$ cat config.mk
export PLATFORM = sky130hd
export DESIGN_NAME = instr_fetch_unit
export DESIGN_NICKNAME = d
export VERILOG_FILES = /design/src/rtl/instr_fetch_unit.sv
export SDC_FILE = /design/constraint.sdc
export NUM_CORES = 1
export LEC_CHECK = 0
export ABC_AREA = 1
export CAP_MARGIN = 0
export CORE_MARGIN = 8
export CORE_UTILIZATION = 32
export CTS_BUF_LIST = sky130_fd_sc_hd__clkbuf_4 sky130_fd_sc_hd__clkbuf_8 sky130_fd_sc_hd__clkbuf_16
export DETAILED_ROUTE_END_ITERATION = 8
export GPL_TIMING_DRIVEN = 0
export PLACE_DENSITY = 0.66
export SYNTH_ARGS = -nofsm -noshare
export SYNTH_HDL_FRONTEND = slang
export SYNTH_SLANG_ARGS = --single-unit
$ cat constraint.sdc
create_clock -name clk -period 4.87 [get_ports clk]
set_clock_uncertainty 0.05 [all_clocks]
set_input_delay 0.974 -clock clk [delete_from_list [all_inputs] [get_ports clk]]
set_output_delay 0.974 -clock clk [all_outputs]
set_load 0.01 [all_outputs]
$ cat src/rtl/instr_fetch_unit.sv
// Instruction-fetch stage: owns the PC, fetches one word at a time over a
// req/ready + rvalid handshake, holds it until retire, then advances the PC.
module instr_fetch_unit #(
  parameter logic [31:0] RESET_PC = 32'h0000_0000
) (
  input  logic        clk,
  input  logic        rst_n,
  input  logic        pc_src,
  input  logic [1:0]  jump,
  input  logic [31:0] branch_offset,
  input  logic [25:0] jump_index,
  input  logic [31:0] jr_target,
  input  logic        retire,
  output logic        imem_req,
  output logic [31:0] imem_addr,
  input  logic        imem_ready,
  input  logic        imem_rvalid,
  input  logic [31:0] imem_rdata,
  output logic [31:0] instr,
  output logic        instr_valid,
  output logic [31:0] pc,
  output logic [31:0] pc_plus4,
  output logic        misaligned,
  output logic [31:0] retired_cnt
);

  typedef enum logic [1:0] {
    S_FETCH = 2'd0,
    S_WAIT  = 2'd1,
    S_HOLD  = 2'd2,
    S_HALT  = 2'd3
  } state_t;

  state_t      state_q, state_d;
  logic [31:0] pc_q, pc_d;
  logic [31:0] instr_q, instr_d;
  logic [31:0] cnt_q, cnt_d;
  logic        mis_q, mis_d;
  logic [31:0] next_pc;
  logic        retire_ok;
  logic        next_misaligned;

  assign pc_plus4        = pc_q + 32'd4;
  assign retire_ok       = (state_q == S_HOLD) && retire;
  assign next_misaligned = (next_pc[1:0] != 2'b00);

  // pc_src is only consulted on the sequential/branch path, so an X on it
  // while jumping never reaches the PC.
  always_comb begin
    next_pc = pc_plus4;
    if (jump[1])
      next_pc = jr_target;
    else if (jump[0])
      next_pc = {pc_plus4[31:28], jump_index, 2'b00};
    else if (pc_src)
      next_pc = pc_plus4 + (branch_offset << 2);
  end

  always_ff @(posedge clk or negedge rst_n) begin
    if (!rst_n)
      state_q <= S_FETCH;
    else
      state_q <= state_d;
  end

  always_comb begin
    state_d = state_q;
    case (state_q)
      S_FETCH: if (imem_ready)  state_d = S_WAIT;
      S_WAIT:  if (imem_rvalid) state_d = S_HOLD;
      S_HOLD:  if (retire)      state_d = next_misaligned ? S_HALT : S_FETCH;
      S_HALT:  state_d = S_HALT;
      default: state_d = S_FETCH;
    endcase
  end

  always_comb begin
    imem_req    = rst_n && (state_q == S_FETCH);
    imem_addr   = pc_q;
    instr_valid = (state_q == S_HOLD);
  end

  always_comb begin
    pc_d    = pc_q;
    instr_d = instr_q;
    cnt_d   = cnt_q;
    mis_d   = mis_q;
    if ((state_q == S_WAIT) && imem_rvalid)
      instr_d = imem_rdata;
    if (retire_ok) begin
      cnt_d = cnt_q + 32'd1;
      if (next_misaligned)
        mis_d = 1'b1;
      else
        pc_d = next_pc;
    end
  end

  always_ff @(posedge clk or negedge rst_n) begin
    if (!rst_n) begin
      pc_q    <= RESET_PC;
      instr_q <= '0;
      cnt_q   <= '0;
      mis_q   <= 1'b0;
    end else begin
      pc_q    <= pc_d;
      instr_q <= instr_d;
      cnt_q   <= cnt_d;
      mis_q   <= mis_d;
    end
  end

  assign pc          = pc_q;
  assign instr       = instr_q;
  assign misaligned  = mis_q;
  assign retired_cnt = cnt_q;

endmodule

; ---- After elaboration in Yosys (flattened, before gate mapping)
; Index checks and enable logic that the tools add are counted.
; W data, S select, Z words.
[classes]
n_addsub = 3
bitwise_logic = 1
n_reduce_logical = 8
n_mux = 8
eq_ne = 6
[ops]
columns = operator, n
row1 = $mux W32, 3
row2 = $add A32 B1 Y32 const B, 1
row3 = $add A32 B3 Y32 const B, 1
row4 = $add A32 B32 Y32, 1
row5 = $mux W2, 4
row6 = $pmux W2 S4, 1
row7 = $ne A2 B2 Y1 const B, 3
row8 = $eq A2 B2 Y1 const B, 2
row9 = $reduce_and A2 Y1, 2
row10 = $logic_and A1 B1 Y1, 3
row11 = $reduce_and A3 Y1, 1
row12 = $eq A2 B1 Y1 const B, 1
row13 = $logic_not A2 Y1, 1
row14 = $reduce_bool A2 Y1, 1
row15 = $not A1 Y1, 1
[totals]
word_cells = 31
in_bits = 130
regBits = 99

; ---- Logic depth before layout (Yosys ltp)
; Gate-level depths: netlist of run 1.
[depth]
word_depth = 9
depth_mapped = 26
ltp_nobuf = 26

; ---- Worst setup path before layout of run 1
; OpenSTA, ideal clock, no wires.
[synth_path]
kind = register to register
startpoint = reg pc_q[4], in the netlist imem_addr[4]
endpoint = reg pc_q[29], in the netlist imem_addr[29]
setup_time_ns = 0.116
path_stages_with_launch = 21
t_arrival_ns = 2.722
setup_slack_ns = 1.982
path_cell_list = dfrtp_1 inv_1 nor2_2 nand2_1 inv_1 nand2_1 nor2_1 xor2_1 ha_1 nand2_1 inv_1 nand2_1 inv_1 a21oi_1 nor2_1 nor2_1 nand3_1 nand3_1 nand2_1 nand2_1 nand2_1
[synth_between]
elab_chain_cells = 5
[synth_lines]
columns = item, line_no
row1 = from (decl), 35  ; logic [31:0] pc_q, pc_d;
row2 = from (signal assigned), 106  ; pc_q <= pc_d;
row3 = $add A32 B3 Y32, 43  ; assign pc_plus4 = pc_q + 32'd4;
row4 = via pc_plus4[19], 22  ; output logic [31:0] pc_plus4,
row5 = $add A32 B32 Y32, 56  ; next_pc = pc_plus4 + (branch_offset << 2);
row6 = $mux W32, 55  ; else if (pc_src)
row7 = $mux W32, 53  ; else if (jump[0])
row8 = $mux W32, 51  ; if (jump[1])
; The timed path passes the listed nets, and every way through them passes these cells.
; A chain may end at the register's enable or synchronous reset.

; ---- Final worst setup path of run 1
[layout_path]
startpoint = reg pc_q[2], in the netlist imem_addr[2]
endpoint = out pc_plus4[12]
[layout_between]
elab_chain_cells = 1
[layout_lines]
columns = item, line_no
row1 = $add A32 B3 Y32, 43
row2 = to (decl), 22
; No other way between the ends.

==> results of run 1 <==
worst max-delay path: cells and delay by family (launching register included):
kind,cells,cell delay (ns)
adders and majority gates,1,0.19
buffers and inverters,1,0.64
xor gates and xnor gates,1,0.50
DFF,1,0.49
and+or+nand+nor,3,0.73
layout make-up:
type / instances / area, sq um
repair buffers: 291 / 2928
well taps: 335 / 419.2
flip-flops and latches: 99 / 2477
multi-input cells: 918 / 4788
plain buffers: 56 / 341.6
inverters: 174 / 653.1
diodes: 1 / 2.502
clock buffers: 9 / 225.2
clock inverters: 7 / 85.08
fillers: 2725 / 13770
per-layer routing:
| metal | wire, um | up-vias | GRT usage [%] | part of all wire, % |
|---|---|---|---|---|
| met3 | 2998 | 71 | 6.529 | 8.9 |
| li1 | - | 4484 | - | - |
| met2 | 16070 | 329 | 36.61 | 48 |
| met4 | 1236 | 16 | 8.476 | 3.7 |
| met5 | 98 | - | 0 | 0.29 |
| met1 | 13310 | 4071 | 23.85 | 39 |
through the flow:
stage / cells / area, sq um / TNS, ns
2_1_floorplan: 1247 / 8260 / 0
3_3_place_gp: 1872 / 11580 / -125.66
3_5_place_dp: 1873 / 11610 / 0
4_1_cts: 1889 / 11920 / 0
5_1_grt: 1890 / 11920 / 0
6_report: 1890 / 11920 / 0
placed cells by master (no fill, tap or decap), drive strengths merged, types with 4 or more instances in the layout:
master	n
o21ai	28
o211ai	5
o22ai	4
a21oi	49
nor2	160
dfrtp	99
or2	5
mux2	33
nor3	19
nand3	77
clkbuf	26
buf	41
nand4	14
clkdlybuf4s50	289
nand2	405
inv	175
ha	38
o21bai	7
xor2	33
xnor2	18
path summary, 6_finish.rpt:
path / from / endpoint / depth (start not counted) / slack, ns
setup / recovery: imem_addr[2] / pc_plus4[12] / 6 / 0.95
min in group asynchronous: rst_n / state_q[1] / 1 / 0.61
hold / removal: misaligned / misaligned / 1 / 0.43
setup reg to reg: imem_addr[2] / imem_addr[14] / 16 / 1.05
max in group asynchronous: rst_n / imem_addr[18] / 2 / 3.48
hold reg to reg: misaligned / misaligned / 1 / 0.43
power by group:
group	switching, W	internal, W
Clock	0.000343	0.000408
Sequential	0.000371	0.00110
Combinational	0.00205	0.00191
Total	0.00276	0.00342
registers in the layout, indices dropped and copies added (netlist names):
signal       flops
state_q          2
misaligned       1
imem_addr       32
instr           32
retired_cnt     32
logic make-up after synthesis:
logic type / after synthesis / share of synthesized area [%]
buffers and inverters: 230 / 12.04
xor gates and xnor gates: 51 / 5.407
DFF: 99 / 29.99
muxes: 33 / 4.499
and+or+nand+nor: 690 / 34.87
AOI/OAI and AO/OA: 105 / 7.195
adders and majority gates: 39 / 5.998
==> qor.tcl, run 1 <==
set qor(drt_iter0_drc) 455
set qor(sequential_to_total_area_share_from_yosys_stat_pct) 29.99
set qor(core-area_sq_um) 25690
set qor(synth.cell_area_sq_um) 8260
set qor(final_max_slew_viol_count) 0
set qor(clk_latency_ns) 0.35
set qor(numPortBuffers) 290
set qor(design.final.nets) 1718
set qor(initial_antenna_violation_count) 9
set qor(initial_core_util_pct) 32.15
set qor(min_path_type) {register to register}
set qor(yosysUniqueCellTypes) 44
set qor(worst_slew_margin_rel_pct) 54.69
set qor(critical_path_class) {register to output pin}
set qor(total_leakage_power_nw) 5.865
set qor(netlist.area_leader.share_pct) 29.99
set qor(max_freq_mhz) 255.2
set qor(max_slew.worst_pin.slew_ns) 0.6797
set qor(tritoncts) {yes}
set qor(critical_path_arrival_ns) 2.89
set qor(vdd.ir_drop.worst_mv) 0.2947
set qor(clkSinkCount) 99
set qor(viasPerCell) 4.747
set qor(postSynthNetCount) 1416
set qor(first_global_vias) 9210
set qor(ctsHoldBuffers) 0
set qor(setup_viol) 0
set qor(async_flop_share_pct) 100.0
set qor(total_i_o_pin_count) 293
set qor(dp_hpwl_um) 28540
set qor(drt.antenna.violating_nets) 0
set qor(final_util_pct) 46.40
set qor(worstPathCellList) {ha_1 -> nand2_1 -> nor2_1 -> nand2_1 -> xnor2_1 -> clkdlybuf4s50_1}
set qor(gpl.final_weighted_congestion) 0.9872
set qor(post-route-worst-setup-slack_ns) 0.9514
set qor(synth_edf_count) 0
set qor(pwr_total_w) 0.006178
set qor(die_w_um) 176.7
set qor(cell_type_with_the_highest_aggregate_area_in_the_netlist) {dfrtp_1}
set qor(globalRouteOverflowTotal) 0
set qor(fin_worst_hold_slack_ns) 0.4277
set qor(die_h_um) 176.7
set qor(syn2layout_area_growth_pct) 44.30
set qor(synth.avg_cell_area_sq_um) 6.624
set qor(drive_above_1_share_pct) 7.079
set qor(site_rows) 59
set qor(setup.worst_path.end_class) {output pin}
set qor(vias) 8971
set qor(grt_max_degree) 53
set qor(post-route-period-util_pct) 80.46
set qor(fin_crit_ns) 3.919
set qor(cts-root-buf) {clkbuf_16}
set qor(length_of_the_first_detailed_routing_pass_in_iterations) 5
set qor(drv_cap) 0
set qor(cp_slowest_stage_delay_ns) 0.64
set qor(setup_repair_after_global_routing_missed_its_margin) {no}
set qor(totalWireLength_um) 33720
set qor(post-synth-top-count-cell) {nand2_1}
set qor(report.final.hold_viol_count) 0
set qor(synth-seq-cells) 99
set qor(grt_first_pass_wirelength_um) 50900
set qor(ys.flop_type) {dfrtp_1}
set qor(synthesis.yosys.warnings) 0
set qor(post_synth_main_area_contributors) {dfrtp_1, nand2_1, inv_1, nor2_1, ha_1}
set qor(cp.required_ns) 3.85
set qor(power.density_cell_area_nw_per_um2) 518.3
set qor(pre_cts_slack_ns) 1.146
set qor(synth_cells) 1247
set qor(result_of_the_run) {finished, final reports clean}
set qor(crit_path_top_delay_cell) {clkdlybuf4s50_1}
set qor(die-area_sq_um) 31210
set qor(grt.total_usage_pct) 21.13
set qor(cts-resized-gates) 0
set qor(cts.path.max_buffers) 2
set qor(detail_routed_net_length_per_standard_cell_um) 17.84
set qor(synth.cells.most_frequent) {nand2_1, inv_1, nor2_1}
set qor(htree_depth) 3
set qor(worst_setup_hold_path_clk_slew_ns) 0.07
set qor(cts_made_buffers) 9
set qor(worstSetupStartpointType) {register}
set qor(critPathMostFrequentCell) {nand2_1}
set qor(critical_path_peak_fanout) 7
set qor(residual_drc_count) 0
set qor(cts_post_setup_buffers_inserted) 0
Note: power is estimated with default switching activity, not from simulation.
==> run 2: changes to the inputs <==
==> constraint.sdc (replaced) <==
create_clock -name clk -period 3.8 [get_ports clk]
set_clock_uncertainty 0.05 [all_clocks]
set_input_delay 0.76 -clock clk [delete_from_list [all_inputs] [get_ports clk]]
set_output_delay 0.76 -clock clk [all_outputs]
set_load 0.01 [all_outputs]
==> qor.tcl, run 2 (synthesis results as in run 1) <==
set qor(cts_made_buffers) 9 ;# unchanged
set qor(final_max_slew_viol_count) 0 ;# unchanged
set qor(drive_above_1_share_pct) 7.465 ;# was 7.079%
set qor(die_w_um) 176.7 ;# unchanged
set qor(setup_viol) 0 ;# unchanged
set qor(totalWireLength_um) 33650 ;# was 33720 um
set qor(critPathMostFrequentCell) {nand2_1} ;# unchanged
set qor(htree_depth) 3 ;# unchanged
set qor(detail_routed_net_length_per_standard_cell_um) 17.81 ;# was 17.84 um
set qor(report.final.hold_viol_count) 0 ;# unchanged
set qor(site_rows) 59 ;# unchanged
set qor(design.final.nets) 1718 ;# unchanged
set qor(worst_setup_hold_path_clk_slew_ns) 0.07 ;# about the same
set qor(residual_drc_count) 0 ;# unchanged
set qor(worstSetupStartpointType) {register} ;# unchanged
set qor(numPortBuffers) 290 ;# unchanged
set qor(initial_core_util_pct) 32.15 ;# unchanged
set qor(final_design_area_no_fill_sq_um) 11960 ;# was 11920 sq um
set qor(initial_antenna_violation_count) 9 ;# unchanged
set qor(tritoncts) {yes} ;# unchanged
set qor(setup.worst_path.end_class) {output pin} ;# unchanged
set qor(critical_path_class) {register to output pin} ;# unchanged
set qor(worstPathBufferInverterCount) 2 ;# was 1
set qor(globalRouteOverflowTotal) 0 ;# unchanged
set qor(drt_iter0_drc) 497 ;# was 455
set qor(grt_first_pass_wirelength_um) 50900 ;# unchanged
set qor(core-area_sq_um) 25690 ;# unchanged
set qor(placement.cell_area_sq_um) 11610 ;# unchanged
set qor(length_of_the_first_detailed_routing_pass_in_iterations) 5 ;# unchanged
set qor(crit_family) {simple AND/OR/NAND/NOR gates} ;# unchanged
set qor(post-route-period-util_pct) 94.08
set qor(die-area_sq_um) 31210 ;# unchanged
set qor(crit_path_top_delay_cell) {clkdlybuf4s50_1} ;# unchanged
set qor(cts_post_setup_buffers_inserted) 0 ;# unchanged
set qor(multiInputGateArea_sq_um) 4828 ;# was 4788 sq um
set qor(vias) 8961 ;# was 8971
set qor(cts.path.max_buffers) 2 ;# unchanged
set qor(worst_slew_margin_rel_pct) 54.70 ;# was 54.69%
set qor(grt_max_degree) 53 ;# unchanged
set qor(dp_hpwl_um) 28540 ;# unchanged
set qor(layout.cells.non_filler) 1890 ;# unchanged
set qor(drt.antenna.violating_nets) 0 ;# unchanged
set qor(syn2layout_area_growth_pct) 44.79 ;# was 44.30%
set qor(layout.cells.most_common) {nand2_1} ;# unchanged
set qor(global_route.peak_usage_layer) {met2} ;# unchanged
set qor(use_met3_pct) 6.529 ;# unchanged
set qor(worstPathCellList) {nand2_1 -> nor2_1 -> nand2_1 -> nor3_1 -> a21o_1 -> nand2_1 -> inv_1 -> clkdlybuf4s50_1} ;# was ha_1 -> nand2_1 -> nor2_1 -> nand2_1 -> xnor2_1 -> clkdlybuf4s50_1
set qor(min_path_type) {input pin to async pin} ;# was register to register
set qor(die_h_um) 176.7 ;# unchanged
set qor(final_util_pct) 46.56 ;# was 46.40%
set qor(max_slew.worst_pin.slew_ns) 0.6795 ;# was 0.6797 ns
set qor(grt_use_met2_pct) 36.61 ;# unchanged
set qor(max_freq_mhz) 279.7
set qor(final.fill_count) 2719 ;# was 2725
set qor(met1_global_route_usage_pct) 23.85 ;# unchanged
set qor(pwr_total_w) 0.007937 ;# was 0.006178 W
set qor(total_i_o_pin_count) 293 ;# unchanged
set qor(sequential_cell_area_sq_um) 2477 ;# unchanged
set qor(first_global_vias) 9210 ;# unchanged
set qor(grt.total_usage_pct) 21.13 ;# unchanged
set qor(critical_path_arrival_ns) 2.76 ;# was 2.89 ns
set qor(power.density_cell_area_nw_per_um2) 663.6 ;# was 518.3 nW/um^2
set qor(most_frequent_cells_in_the_layout) {nand2_1, clkdlybuf4s50_1, inv_1} ;# unchanged
set qor(total_leakage_power_nw) 5.881 ;# was 5.865 nW
set qor(viasPerCell) 4.741 ;# was 4.747
set qor(critical_path_peak_fanout) 6 ;# was 7
set qor(clk_latency_ns) 0.35 ;# about the same
set qor(cp_slowest_stage_delay_ns) 0.55 ;# was 0.64 ns
set qor(ctsHoldBuffers) 0 ;# unchanged
set qor(result_of_the_run) {finished, final reports clean} ;# unchanged
set qor(vdd.ir_drop.worst_mv) 0.3780 ;# was 0.2947 mV
set qor(fin_crit_ns) 3.575
set qor(cts-resized-gates) 0 ;# unchanged
set qor(clkSinkCount) 99 ;# unchanged
set qor(setup_repair_after_global_routing_missed_its_margin) {no} ;# unchanged
set qor(cts-root-buf) {clkbuf_16} ;# unchanged
set qor(drv_cap) 0 ;# unchanged
set qor(dpl.cell_count) 1873 ;# unchanged
set qor(gpl.final_weighted_congestion) 0.9872 ;# unchanged
set qor(cp.required_ns) 2.99 ;# was 3.85 ns
==> run 2: cell type report <==
class	instances	share of cell area [%]
clock buffer	9	1.883
antenna	1	0.02092
tap	335	3.505
inverter	174	5.461
buffer	56	2.856
clock inverter	7	0.7114
timing repair buffer	291	24.48
multi-input combinational	918	40.37
sequential	99	20.71
==> run 2: routing by layer <==
metal | share of wire, % | vias to the layer above
met5 | 0.29 | -
met4 | 3.4 | 16
met3 | 8.4 | 67
met2 | 48 | 314
met1 | 40 | 4077
li1 | - | 4487
==> run 2: power by group <==
| part | leakage [nW] | total (W) | internal [W] | switching (W) |
|---|---|---|---|---|
| Sequential | 1.21 | 0.00189 | 0.00141 | 0.000481 |
| Clock | 0.146 | 0.000962 | 0.000523 | 0.000440 |
| Combinational | 4.52 | 0.00508 | 0.00245 | 0.00263 |
==> run 2: worst paths after layout <==
path | endpoint | cells past startpoint | slack [ns] | from
max in group asynchronous | imem_addr[18] | 2 | 2.62 | rst_n
setup reg to reg | imem_addr[14] | 17 | 0.24 | imem_addr[2]
min in group clk | misaligned | 1 | 0.43 | misaligned
hold / removal | state_q[1] | 1 | 0.39 | rst_n
hold reg to reg | misaligned | 1 | 0.43 | misaligned
setup / recovery | pc_plus4[29] | 8 | 0.23 | imem_addr[10]
==> run 2: worst register-to-register path, cell delays in order, from the launching register on <==
cell	delay [ns]
dfrtp_1	0.49
nand2_1	0.15
nor2_4	0.18
nand2_1	0.16
nor2_1	0.24
xnor2_1	0.26
inv_1	0.16
ha_1	0.34
nand2_1	0.11
inv_1	0.05
a21oi_1	0.30
nand2_1	0.17
nand2_1	0.09
nand2_1	0.04
o21ai_0	0.42
nand2_1	0.11
nand2_1	0.08
nand2_1	0.04
==> run 2: stage by stage <==
step           worst slack [ns]  hold WS, ns  setup TNS (ns)
2_1_floorplan            0.9117       0.4144               0
3_3_place_gp             -2.610       0.4095         -211.04
3_5_place_dp            0.07624       0.4159               0
4_1_cts                 0.05398       0.4127               0
5_1_grt                0.004815       0.4493               0
6_report                 0.2251       0.3946               0
